<file path="src/rtl/sync_debounce_edge.sv">
// rtl/sync_debounce_edge.sv - multi-channel synchroniser with debounce filter, edge pulses and sticky event flags
module sync_debounce_edge #(
  parameter int               WIDTH     = 1,
  parameter int               STAGES    = 2,
  parameter int               DEBOUNCE  = 1,
  parameter int               EDGE_MODE = 0,
  parameter logic [WIDTH-1:0] RESET_VAL = '0
) (
  input  logic             clk,
  input  logic             reset_n,
  input  logic [WIDTH-1:0] in,
  output logic [WIDTH-1:0] level,
  output logic [WIDTH-1:0] rise,
  output logic [WIDTH-1:0] fall,
  output logic [WIDTH-1:0] edge_pulse,
  output logic [WIDTH-1:0] event_sticky,
  input  logic [WIDTH-1:0] event_clr
);

  localparam int             CW       = (DEBOUNCE > 2) ? $clog2(DEBOUNCE) : 1;
  localparam logic [CW-1:0]  CNT_LAST = CW'(DEBOUNCE - 1);

  logic [WIDTH-1:0] sync_q [STAGES];
  logic [WIDTH-1:0] sync_d [STAGES];
  logic [CW-1:0]    cnt_q  [WIDTH];
  logic [CW-1:0]    cnt_d  [WIDTH];
  logic [WIDTH-1:0] level_q, level_d;
  logic [WIDTH-1:0] rise_q, rise_d;
  logic [WIDTH-1:0] fall_q, fall_d;
  logic [WIDTH-1:0] edge_pulse_q, edge_pulse_d;
  logic [WIDTH-1:0] event_sticky_q, event_sticky_d;
  logic [WIDTH-1:0] sync_out;

  // Pure register chain: only wiring between synchroniser stages.
  always_comb begin
    sync_d[0] = in;
    for (int k = 1; k < STAGES; k++) begin
      sync_d[k] = sync_q[k-1];
    end
  end

  assign sync_out = sync_q[STAGES-1];

  // Level flips only after DEBOUNCE consecutive cycles of disagreement.
  always_comb begin
    level_d = level_q;
    rise_d  = '0;
    fall_d  = '0;
    for (int i = 0; i < WIDTH; i++) begin
      cnt_d[i] = '0;
      if (sync_out[i] != level_q[i]) begin
        if (cnt_q[i] == CNT_LAST) begin
          level_d[i] = sync_out[i];
          rise_d[i]  = sync_out[i];
          fall_d[i]  = ~sync_out[i];
        end else begin
          cnt_d[i] = cnt_q[i] + 1'b1;
        end
      end
    end
  end

  always_comb begin
    edge_pulse_d = rise_d | fall_d;
    if (EDGE_MODE == 0) begin
      edge_pulse_d = rise_d;
    end else if (EDGE_MODE == 1) begin
      edge_pulse_d = fall_d;
    end
  end

  // A visible edge_pulse overrides a clear arriving in the same cycle.
  always_comb begin
    event_sticky_d = edge_pulse_q | (event_sticky_q & ~event_clr);
  end

  always_ff @(posedge clk or negedge reset_n) begin
    if (!reset_n) begin
      for (int k = 0; k < STAGES; k++) begin
        sync_q[k] <= RESET_VAL;
      end
      for (int i = 0; i < WIDTH; i++) begin
        cnt_q[i] <= '0;
      end
      level_q        <= RESET_VAL;
      rise_q         <= '0;
      fall_q         <= '0;
      edge_pulse_q   <= '0;
      event_sticky_q <= '0;
    end else begin
      for (int k = 0; k < STAGES; k++) begin
        sync_q[k] <= sync_d[k];
      end
      for (int i = 0; i < WIDTH; i++) begin
        cnt_q[i] <= cnt_d[i];
      end
      level_q        <= level_d;
      rise_q         <= rise_d;
      fall_q         <= fall_d;
      edge_pulse_q   <= edge_pulse_d;
      event_sticky_q <= event_sticky_d;
    end
  end

  assign level        = level_q;
  assign rise         = rise_q;
  assign fall         = fall_q;
  assign edge_pulse   = edge_pulse_q;
  assign event_sticky = event_sticky_q;

endmodule
</file>
<file path="config.mk">
export PLATFORM = sky130hd
export DESIGN_NAME = sync_debounce_edge
export DESIGN_NICKNAME = d
export VERILOG_FILES = /design/src/rtl/sync_debounce_edge.sv
export SDC_FILE = /design/constraint.sdc
export NUM_CORES = 1
export LEC_CHECK = 0
export ABC_AREA = 1
export CAP_MARGIN = 0
export CORE_AREA = 3 3 40 42
export DETAILED_ROUTE_END_ITERATION = 10
export DIE_AREA = 0 0 43 45
export GPL_ROUTABILITY_DRIVEN = 1
export GPL_TIMING_DRIVEN = 0
export SETUP_SLACK_MARGIN = 0.5
export SYNTH_ARGS = -nofsm -noshare
export SYNTH_HDL_FRONTEND = slang
export SYNTH_SLANG_ARGS = --single-unit
</file>
<file path="constraint.sdc">
create_clock -name clk -period 1.2 [get_ports clk]
set_input_delay 0.12 -clock clk [delete_from_list [all_inputs] [get_ports clk]]
set_output_delay 0.12 -clock clk [all_outputs]
set_load 0.02 [all_outputs]
</file>
Word-level counts from Yosys, hierarchy flattened
Index checks and enable logic that the tools add are counted.

Output and inout port bits: 5. Bits in writable memories: 0. ROM bits: 0. Memories: 0. Latch bits: 0. Bits in registers: 7. Logic and storage cells: 21.

Mux-type cells: 6. Shift operators: 0. Bitwise gates (word level): 5. $mul: 0. Divide/modulo/power cells: 0. Reduce and logical (&&, ||, !) cells: 1. Order comparisons: 0. Add/subtract/negate cells: 1. Eq/ne operators: 1.

Operator list (count): 1-bit 2-to-1 mux (6); 1-bit inverter (3); 2-bit AND reduction (1); 1-bit adder, second input constant (1); 1-bit AND (1); 1-bit != test (1); 1-bit OR (1).

Longest topological paths before layout
Depth in word-level cells: 3. Gate-level depth with buffers: 5. Gate-level depth less buffers: 5.

Least setup slack after synthesis
Ideal clock, no wire load.

Kind: reg2reg. From: register level_q (netlist: level). To: register level_q (netlist: level). Arrival: 0.936 ns. Stages on the path, launching flop included: 5. Path slack: 0.147 ns. Setup time: 0.116 ns. Buffers on the path: 0. Cell sequence: dfrtp_1 > inv_1 > ha_1 > nand2_1 > nand2_1.

Longest elaborated chain between the ends: 2.

Ends and longest elaborated chain: start, declared (line 27) `logic [WIDTH-1:0] level_q, level_d;`; start signal, assigned (line 97) `level_q <= level_d;`; 1-bit != test (line 51) `if (sync_out[i] != level_q[i]) begin`; 2-bit AND reduction (no source line).

Every way passes these cells. A chain may end at the register's enable or synchronous reset.

==> impl_metrics.ini <==
[setup_path]
cp_max_fo = 3
worst_ep_required_time_ps = 1080
arrival_ps = 880
crit_path_end_kind = output port
worstSetupStartpointType = register
path_class = register to output port

[sta]
fin_setup_tns_ps = 0
setup_viol = 0
slew_headroom = 0.822
finalCritPeriodShare = 0.831
hold_violations = 0
finClkSkew_ps = 5.48
post-route-min-period_ps = 997
fmax_mhz = 1000
worst_slack_ps = 203
worst_pin_slew_ps = 266
drv_slew = 0
rsz0062_at_grt = yes

[placed_design]
place_area_um2 = 338
gp_congestion = 0.610
pre_cts_slack_ps = 53.9
numPortBuffers = 8

[yosys]
synth_top_family_by_area = buffers and inverters
ys_warn_count = 0
syn-cell-area_um2 = 220
synth_compound_area_frac = 0
syn_nets = 25
yosysSeqAreaShare = 0.682
avgSynthCellArea_um2 = 11.6
postSynthCellCount = 19
ys_ff_latch = 6
synth-simple-area-share = 0.0852
yosys.area_share.adder = 0.114
synth_xor_area_frac = 0
ys_types = 5
synth_mux_area_frac = 0

[final_layout]
fillers = 134
drive_gt1_frac = 0.467
area_growth_pct = 64.8
antenna_cells = 0
nNetsFinal = 38
final_cell_area_um2 = 363
post-route-util = 0.282

[pwr]
power_mw = 0.792
vdd_drop_max_mv = 0.689
p_per_area_mw_per_mm2 = 2180
p_leak_nw = 0.183

[outcome]
run_status = finished clean

[grt]
antenna_found_initial = 0
grt_pass1_vias = 155
grt_max_degree = 7
gr-total-overflow = 0
grt_use_total = 0.0554
grt_pass1_wl_um = 614

[floorplan]
coreArea_mm2 = 0.00128
chipHeight_um = 45
rows = 13
die_w_um = 43
start_util = 0.171
fp.dieArea_mm2 = 0.00194
boundaryPins = 9

[drt]
first_pass_iters = 1
viasPerCell = 3.33
finalWirelength_um = 333
drc = 0
wl_per_cell_um = 7.40
initialDrtViolationCount = 0
drt.antenna.violating_nets = 0
num_vias = 150

[clock_tree]
clkSinkCount = 6
clkTransAtPathRegs_ps = 50
cts_made_buffers = 3
cts_tree = yes
clk_latency_ps = 240
ctsRootBufferMaster = clkbuf_4
htreeDepth = 1
hold_buffers = 0
cts_max_path_buffers = 2
cts_setup_buffers = 0

[worst_hold_path]
hold_path.class = primary input to asynchronous set/reset pin

[run]
maxCapViolations = 0
## synthesized netlist by cell type
master,count,area (um2)
dfrtp_1,6,150
inv_1,5,18.8
nand2_1,5,18.8
ha_1,2,25.0
buf_4,1,7.51
## timing repair
item | 4_1_cts | 5_1_grt
pin swaps | 1 | 0
setup endpoints to repair | 7 | 8
endpoints found under the hold margin | 0 | 0
resized for setup | 29 | 0
## cells by family after synthesis
| kind of cell | Yosys count |
|---|---|
| buf+inv | 6 |
| simple gates | 5 |
| fa+ha+maj | 2 |
| flops | 6 |
## sequential cells by signal, indices dropped and copies added (netlist names)
signal and flops:
level 1, sync_out 1, sync_d 1, fall 1, edge_pulse 1, event_sticky 1
## critical path, cell delays in order (launching register included)
cell and delay, ps:
dfrtp_2 410, buf_6 110, buf_6 120
## layout by cell type, fill, tap and decap left out
cell	synthesis	layout
ha_2	0	1
dfrtp_1	6	4
clkdlybuf4s50_1	0	3
buf_6	0	5
inv_2	0	1
clkbuf_4	0	3
ha_4	0	1
inv_1	5	4
dfrtp_2	0	2
nand2_1	5	5
buf_2	0	1
## area by class of cell
type	instances	area [um2]	share of cell area
clock buffers	3	22.5	0.0621
plain buffers	1	11.3	0.0310
well taps	15	18.8	0.0517
flip-flops and latches	6	153	0.421
repair buffers	8	80.1	0.221
multi-input cells	7	58.8	0.162
inverters	5	18.8	0.0517
## metal layers
layer	share of wire	GRT usage	vias up
li1	-	-	76
met1	0.40	0.0443	63
met2	0.38	0.0569	11
met3	0.23	0.0797	0
met4	0	0.0542	0
met5	0	0	-
## per-stage QoR
stage / hold WS, ps / instances
after global routing: 115 / 45
final: 115 / 45
after floorplan: -176 / 19
after CTS: 111 / 45
after detailed placement: 339 / 42
after global placement: 336 / 42
## where the power goes
group | total (mW) | internal (mW) | switching (mW)
Clock | 0.181 | 0.113 | 0.0681
Combinational | 0.307 | 0.159 | 0.148
Sequential | 0.304 | 0.259 | 0.0453
## path summary, 6_finish.rpt
path,start,end,slack (ps),depth (start not counted)
setup / recovery,edge_pulse$_DFF_PN0_,rise,200,2
hold / removal,reset_n,fall$_DFF_PN0_,110,1
setup reg to reg,level$_DFFE_PN0P_,level$_DFFE_PN0P_,270,5
hold reg to reg,sync_d[0]$_DFF_PN0_,sync_out$_DFF_PN0_,340,0
max in group asynchronous,reset_n,level$_DFFE_PN0P_,850,1
min in group clk,in,sync_d[0]$_DFF_PN0_,320,1
Note: power is estimated with default switching activity, not from simulation.
